`config.mk`:
```
export PLATFORM = sky130hd
export DESIGN_NAME = cassette_save
export DESIGN_NICKNAME = d
export VERILOG_FILES = /design/src/rtl/cassette_pkg.sv /design/src/rtl/cassette_save.sv
export SDC_FILE = /design/constraint.sdc
export NUM_CORES = 1
export LEC_CHECK = 0
export CAP_MARGIN = 0
export CORE_MARGIN = 1.5
export CORE_UTILIZATION = 34
export DETAILED_ROUTE_END_ITERATION = 6
export REMOVE_ABC_BUFFERS = 1
export SYNTH_ARGS = -nofsm -noshare
export SYNTH_HDL_FRONTEND = slang
export SYNTH_SLANG_ARGS = --single-unit
```
`constraint.sdc`:
```
create_clock -name clk -period 4.9 [get_ports clk]
set_input_delay 0.49 -clock clk [delete_from_list [all_inputs] [get_ports clk]]
set_output_delay 0.49 -clock clk [all_outputs]
set_load 0.02 [all_outputs]
```
`src/rtl/cassette_pkg.sv`:
```
// Shared definitions for the cassette save/load blocks: FSM states,
// TAP file-type codes, framing constants and small byte helpers.
package cassette_pkg;

  typedef enum logic [2:0] {
    ST_IDLE    = 3'd0,
    ST_HDR     = 3'd1,
    ST_RDREQ   = 3'd2,
    ST_RDWAIT  = 3'd3,
    ST_BODY    = 3'd4,
    ST_CHECK   = 3'd5,
    ST_TRAILER = 3'd6,
    ST_FIN     = 3'd7
  } cassette_state_t;

  localparam logic [7:0]  FT_BASIC   = 8'h42;
  localparam logic [7:0]  FT_MACHINE = 8'h4D;
  localparam logic [7:0]  FT_DATA    = 8'h44;
  localparam logic [7:0]  FT_ASCII   = 8'h41;
  localparam logic [7:0]  QUOTE_BYTE = 8'h22;
  localparam logic [15:0] BASIC_BASE = 16'h694D;

  // True for the four file types the tape format knows about.
  function automatic logic is_supported(input logic [7:0] ftype);
    case (ftype)
      FT_BASIC, FT_MACHINE, FT_DATA, FT_ASCII: is_supported = 1'b1;
      default:                                 is_supported = 1'b0;
    endcase
  endfunction

  // Running check digit: plain modulo-256 byte sum.
  function automatic logic [7:0] csum_add(input logic [7:0] sum, input logic [7:0] data);
    csum_add = sum + data;
  endfunction

  // Header byte at position idx. Positions 5..8 only exist for machine-code files.
  function automatic logic [7:0] hdr_byte(
    input logic [3:0]  idx,
    input logic [7:0]  ftype,
    input logic [15:0] len,
    input logic [15:0] load,
    input logic [15:0] exec
  );
    case (idx)
      4'd0:    hdr_byte = QUOTE_BYTE;
      4'd1:    hdr_byte = QUOTE_BYTE;
      4'd2:    hdr_byte = ftype;
      4'd3:    hdr_byte = len[7:0];
      4'd4:    hdr_byte = len[15:8];
      4'd5:    hdr_byte = load[7:0];
      4'd6:    hdr_byte = load[15:8];
      4'd7:    hdr_byte = exec[7:0];
      4'd8:    hdr_byte = exec[15:8];
      default: hdr_byte = 8'h00;
    endcase
  endfunction

endpackage

```
`src/rtl/cassette_save.sv`:
```
// Cassette save engine: frames one TAP file (header, memory body, optional
// check digit and trailer) onto a valid/ready byte stream.
module cassette_save #(
  parameter logic [7:0]  TRAILER_BYTE = 8'h00,
  parameter logic [15:0] BASIC_BASE   = cassette_pkg::BASIC_BASE
) (
  input  logic        clk,
  input  logic        reset_n,
  input  logic        start,
  input  logic [7:0]  file_type,
  input  logic [15:0] load_point,
  input  logic [15:0] exec_point,
  input  logic [15:0] prog_length,
  output logic [15:0] mem_addr,
  output logic        mem_rd,
  input  logic [7:0]  mem_din,
  output logic [7:0]  tx_data,
  output logic        tx_valid,
  input  logic        tx_ready,
  output logic [24:0] tx_count,
  output logic        busy,
  output logic        done,
  output logic        error
);
  import cassette_pkg::*;

  cassette_state_t state_r, state_s;
  logic [3:0]  hdr_idx_r, hdr_idx_s;
  logic [15:0] remain_r, remain_s;
  logic [7:0]  checksum_r, checksum_s;
  logic [7:0]  ftype_r, ftype_s;
  logic [15:0] len_r, len_s;
  logic [15:0] load_r, load_s;
  logic [15:0] exec_r, exec_s;
  logic [15:0] mem_addr_r, mem_addr_s;
  logic        mem_rd_r, mem_rd_s;
  logic [7:0]  tx_data_r, tx_data_s;
  logic        tx_valid_r, tx_valid_s;
  logic [24:0] tx_count_r, tx_count_s;
  logic        busy_r, busy_s;
  logic        done_r, done_s;
  logic        error_r, error_s;

  logic        xfer_s;
  logic [3:0]  hdr_last_s;
  logic        is_basic_s;

  assign xfer_s     = tx_valid_r & tx_ready;
  assign is_basic_s = (ftype_r == FT_BASIC);
  assign hdr_last_s = (ftype_r == FT_MACHINE) ? 4'd8 : 4'd4;

  assign mem_addr = mem_addr_r;
  assign mem_rd   = mem_rd_r;
  assign tx_data  = tx_data_r;
  assign tx_valid = tx_valid_r;
  assign tx_count = tx_count_r;
  assign busy     = busy_r;
  assign done     = done_r;
  assign error    = error_r;

  // Next-state and next-output logic; every output is registered below.
  always_comb begin
    state_s    = state_r;
    hdr_idx_s  = hdr_idx_r;
    remain_s   = remain_r;
    checksum_s = checksum_r;
    ftype_s    = ftype_r;
    len_s      = len_r;
    load_s     = load_r;
    exec_s     = exec_r;
    mem_addr_s = mem_addr_r;
    mem_rd_s   = 1'b0;
    tx_data_s  = tx_data_r;
    tx_valid_s = tx_valid_r;
    tx_count_s = tx_count_r;
    busy_s     = busy_r;
    done_s     = 1'b0;
    error_s    = 1'b0;

    case (state_r)
      ST_IDLE: begin
        if (start) begin
          if (is_supported(file_type)) begin
            state_s    = ST_HDR;
            hdr_idx_s  = 4'd0;
            ftype_s    = file_type;
            len_s      = prog_length;
            load_s     = load_point;
            exec_s     = exec_point;
            remain_s   = prog_length;
            checksum_s = 8'h00;
            mem_addr_s = (file_type == FT_BASIC) ? BASIC_BASE : load_point;
            tx_data_s  = QUOTE_BYTE;
            tx_valid_s = 1'b1;
            tx_count_s = 25'd0;
            busy_s     = 1'b1;
          end else begin
            error_s = 1'b1;
          end
        end else begin
          state_s = ST_IDLE;
        end
      end

      ST_HDR: begin
        if (xfer_s) begin
          tx_count_s = tx_count_r + 25'd1;
          if (hdr_idx_r == hdr_last_s) begin
            if (len_r == 16'd0) begin
              if (is_basic_s) begin
                state_s    = ST_FIN;
                tx_valid_s = 1'b0;
                done_s     = 1'b1;
                busy_s     = 1'b0;
              end else begin
                state_s   = ST_CHECK;
                tx_data_s = checksum_r;
              end
            end else begin
              state_s    = ST_RDREQ;
              tx_valid_s = 1'b0;
              mem_rd_s   = 1'b1;
            end
          end else begin
            hdr_idx_s = hdr_idx_r + 4'd1;
            tx_data_s = hdr_byte(hdr_idx_r + 4'd1, ftype_r, len_r, load_r, exec_r);
          end
        end else begin
          state_s = ST_HDR;
        end
      end

      ST_RDREQ: begin
        state_s = ST_RDWAIT;
      end

      ST_RDWAIT: begin
        state_s    = ST_BODY;
        tx_data_s  = mem_din;
        tx_valid_s = 1'b1;
        checksum_s = csum_add(checksum_r, mem_din);
      end

      ST_BODY: begin
        if (xfer_s) begin
          tx_count_s = tx_count_r + 25'd1;
          remain_s   = remain_r - 16'd1;
          mem_addr_s = mem_addr_r + 16'd1;
          if (remain_r == 16'd1) begin
            if (is_basic_s) begin
              state_s    = ST_FIN;
              tx_valid_s = 1'b0;
              done_s     = 1'b1;
              busy_s     = 1'b0;
            end else begin
              state_s   = ST_CHECK;
              tx_data_s = checksum_r;
            end
          end else begin
            state_s    = ST_RDREQ;
            tx_valid_s = 1'b0;
            mem_rd_s   = 1'b1;
          end
        end else begin
          state_s = ST_BODY;
        end
      end

      ST_CHECK: begin
        if (xfer_s) begin
          tx_count_s = tx_count_r + 25'd1;
          state_s    = ST_TRAILER;
          tx_data_s  = TRAILER_BYTE;
        end else begin
          state_s = ST_CHECK;
        end
      end

      ST_TRAILER: begin
        if (xfer_s) begin
          tx_count_s = tx_count_r + 25'd1;
          state_s    = ST_FIN;
          tx_valid_s = 1'b0;
          done_s     = 1'b1;
          busy_s     = 1'b0;
        end else begin
          state_s = ST_TRAILER;
        end
      end

      ST_FIN: begin
        state_s = ST_IDLE;
      end

      default: begin
        state_s    = ST_IDLE;
        tx_valid_s = 1'b0;
        busy_s     = 1'b0;
      end
    endcase
  end

  // State and output registers with synchronous active-low reset.
  always_ff @(posedge clk) begin
    if (!reset_n) begin
      state_r    <= ST_IDLE;
      hdr_idx_r  <= 4'd0;
      remain_r   <= 16'd0;
      checksum_r <= 8'h00;
      ftype_r    <= 8'h00;
      len_r      <= 16'd0;
      load_r     <= 16'd0;
      exec_r     <= 16'd0;
      mem_addr_r <= 16'd0;
      mem_rd_r   <= 1'b0;
      tx_data_r  <= 8'h00;
      tx_valid_r <= 1'b0;
      tx_count_r <= 25'd0;
      busy_r     <= 1'b0;
      done_r     <= 1'b0;
      error_r    <= 1'b0;
    end else begin
      state_r    <= state_s;
      hdr_idx_r  <= hdr_idx_s;
      remain_r   <= remain_s;
      checksum_r <= checksum_s;
      ftype_r    <= ftype_s;
      len_r      <= len_s;
      load_r     <= load_s;
      exec_r     <= exec_s;
      mem_addr_r <= mem_addr_s;
      mem_rd_r   <= mem_rd_s;
      tx_data_r  <= tx_data_s;
      tx_valid_r <= tx_valid_s;
      tx_count_r <= tx_count_s;
      busy_r     <= busy_s;
      done_r     <= done_s;
      error_r    <= error_s;
    end
  end

endmodule

```
==> out/qor.csv <==
stage;metric;value;unit
status;status;finished, final reports clean;
global_route;vias in the first global route;7394;
final_layout;final cell count without fillers;1439;
power;pwr dens;273;nW/um^2
global_route;first-pass GRT wire length;40.2;mm
setup_path;critical path launch point type;register;
logic_synthesis;sequential fraction of the synthesis area;0.353;
placement;Cell Area, Placed;9420;um^2
global_route;largest net degree at the start of global routing;67;
job;Max Cap Viol;0;
hold_path;HP Class;reg2reg;
logic_synthesis;Post-synth ARST share;0;
setup_path;crit-path max FO;13;
logic_synthesis;post-synthesis cell type count;75;
hold_path;Hold Startpoint;exec_r[13]$_SDFFE_PN0P_;
power;combinational share of power;0.065;
timing;Final setup viols;0;
timing;worst slew pin tran;0.974;ns
clock_tree;clock slew at reported path FFs;0.06;ns
drt;1st-pass router iterations;6;
floorplan;die area;24400;um^2
clock_tree;TritonCTS Sinks;141;
timing;Fmax achieved;324;MHz
timing;crit share post-route;0.631;
power;Leak Pwr;0.00346;uW
logic_synthesis;Main synth FF type;dfxtp_1;
timing;RSZ-0062 raised after global routing;no;
placement;IO buf count;121;
logic_synthesis;FF+latch count, synth;141;
drt;routed wire length;25.3;mm
final_layout;nets@finish;1198;
global_route;initial antenna violation count;0;
clock_tree;H-Tree Depth;4;
power;Switching Power;644;uW
logic_synthesis;Gate Count Post-Synth;1032;
final_layout;Reg area;2820;um^2
drt;final antenna-violating net count;0;
final_layout;Multi-input gate area;4810;um^2
final_layout;fillcell total;2304;
logic_synthesis;Yosys warnings;0;
timing;Fin. Hold Viols;0;
final_layout;fin area;10100;um^2
final_layout;share of cells above drive strength 1;0.0675;
timing;Final Slew Violations;0;
floorplan;die height;156;um
final_layout;ANT cells;0;
floorplan;die width;156;um
floorplan;starting density of the core;0.350;
power;Clk pwr share;0.512;
logic_synthesis;Post-Syn Area per Cell;7.74;um^2
drt;DRC violations left;0;
logic_synthesis;Synth area leader;dfxtp_1;
drt;initial DRC count;634;
clock_tree;Num CTS Buffers;17;
clock_tree;PostCTS Resize Cnt;0;
global_route;GRT Util Overall;0.207;
setup_path;Setup crit start;hdr_idx_r[0]$_SDFFE_PN0P_;
logic_synthesis;leading post-synthesis cells by cell area;dfxtp_1 35%, nand2_1 8.2%, a21oi_1 7.5%;
global_route;GRT overflow;0;
clock_tree;CTS Root Buffer Type;clkbuf_16;
clock_tree;clock network latency to the later pin of the worst-skew pair;0.43;ns
power;Sequential Power Share;0.422;
setup_path;CP Capture Type;register;
timing;min cycle time layout;3.09;ns
logic_synthesis;post-synth top area share;0.353;
placement;RD Place Congestion;0.969;
drt;vias post-DR;8258;
floorplan;row cnt;55;
setup_path;critical path class;reg2reg;
drt;Via-to-Cell Ratio;5.74;
timing;Setup Skew;0.0103;ns
logic_synthesis;EDFF count, synth;0;
power;switch share;0.235;
timing;Slew headroom;0.351;
placement;placed cell count;1407;
setup_path;critical path arrival;3.36;ns
floorplan;io pins;122;
logic_synthesis;top cells by count, synth;174 x nand2_1, 141 x dfxtp_1, 120 x a21oi_1, 65 x nor2_1, 60 x clkbuf_1;
clock_tree;Max clock buf depth;2;
floorplan;core box area;22800;um^2
clock_tree;CTS hold repair buffers;0;
setup_path;FF-to-FF Start;hdr_idx_r[0]$_SDFFE_PN0P_;
logic_synthesis;count leader, synth;nand2_1;
clock_tree;CTS tree;yes;
placement;HPWL Detailed;18.0;mm
drt;Wirelength per Cell;17.6;um
power;peak supply drop;0.159;mV
logic_synthesis;Mapped Area;7990;um^2
setup_path;CP required;5.17;ns
power;Internal Power;2100;uW
final_layout;area growth from synthesis to layout;25.9;%
clock_tree;# Post-CTS Setup Buffers;0;
[per-layer routing]
metal  up-vias  share of wire  track usage  routed length (um)
li1       4022              -            -                   -
met1      3867           0.47        0.295               11900
met2       323           0.44        0.312               11100
met3        46          0.066       0.0363                1660
met4         0          0.024       0.0771                 618
met5         -              0            0                   0
[power by group through the flow]
stage                     Sequential, uW  Combinational (uW)  Clock, uW
after floorplan                     1190                66.7          0
after global placement              1180                 177          0
after detailed placement            1180                 177          0
after CTS                           1160                 178       1430
after global routing                1160                 192       1480
final                               1160                 179       1400
[cell usage in the layout (no fill, tap or decap), drive strengths merged, types with 17 or more instances in the layout]
cell type / count
o21ai: 52
nor3: 22
nand3: 29
or3: 18
inv: 28
nor2: 66
clkdlybuf4s50: 121
a21oi: 120
nand2: 174
clkbuf: 17
and3: 21
dfxtp: 141
[state kept, by name, summed over array words and instances (netlist names)]
| register | cells |
|---|---|
| busy | 1 |
| checksum_r | 8 |
| done | 1 |
| error | 1 |
| exec_r | 16 |
| ftype_r | 8 |
| hdr_idx_r | 4 |
| len_r | 16 |
| load_r | 16 |
| mem_addr | 16 |
| mem_rd | 1 |
| remain_r | 16 |
| state_r | 3 |
| tx_count | 25 |
| tx_data | 8 |
| tx_valid | 1 |
[stage by stage]
| stage | setup TNS (ns) | hold slack, ns | setup slack (ns) | util | total power, uW |
|---|---|---|---|---|---|
| after global placement | 0 | 0.445 | 1.57 | 0.412 | 1360 |
| after CTS | 0 | 0.457 | 1.88 | 0.440 | 2760 |
| after floorplan | -6.98 | 0.432 | -0.686 | - | 1250 |
| after global routing | 0 | 0.478 | 1.57 | 0.440 | 2830 |
| after detailed placement | 0 | 0.449 | 1.47 | 0.412 | 1360 |
| final | 0 | 0.457 | 1.81 | 0.440 | 2740 |
[final timing paths]
kind / to / slack (ns) / cells after the start
setup / recovery: tx_data[0]$_SDFFE_PN0P_ / 1.81 / 7
hold / removal: exec_r[13]$_SDFFE_PN0P_ / 0.46 / 2
setup reg to reg: tx_data[0]$_SDFFE_PN0P_ / 1.81 / 7
hold reg to reg: exec_r[13]$_SDFFE_PN0P_ / 0.46 / 2
[kinds of logic (layout without fill, tap and decap cells)]
group,Yosys count,after routing,synth area share
adders and majority gates,17,17,0.0276
AOI/OAI and AO/OA,332,332,0.283
DFF,141,141,0.353
muxes,12,12,0.0150
buffers and inverters,96,190,0.0464
xor gates and xnor gates,13,13,0.0143
and+or+nand+nor,421,421,0.261
[layout make-up]
cell class / instances / share of cell area
Clock buffer: 17 / 0.0423
Tap cell: 313 / 0.0389
Timing Repair Buffer: 133 / 0.129
Sequential cell: 141 / 0.281
Inverter: 25 / 0.00933
Clock inverter: 15 / 0.0209
Multi-Input combinational cell: 795 / 0.478
[critical path, stage by stage, from the launching register on]
cell,delay [ns]
dfxtp_1,0.51
ha_1,0.44
nor2b_1,0.09
a21oi_1,0.59
nor3b_1,0.29
a22o_1,0.30
a2111oi_0,0.54
o32ai_1,0.17
Note: power is estimated with default switching activity, not from simulation.
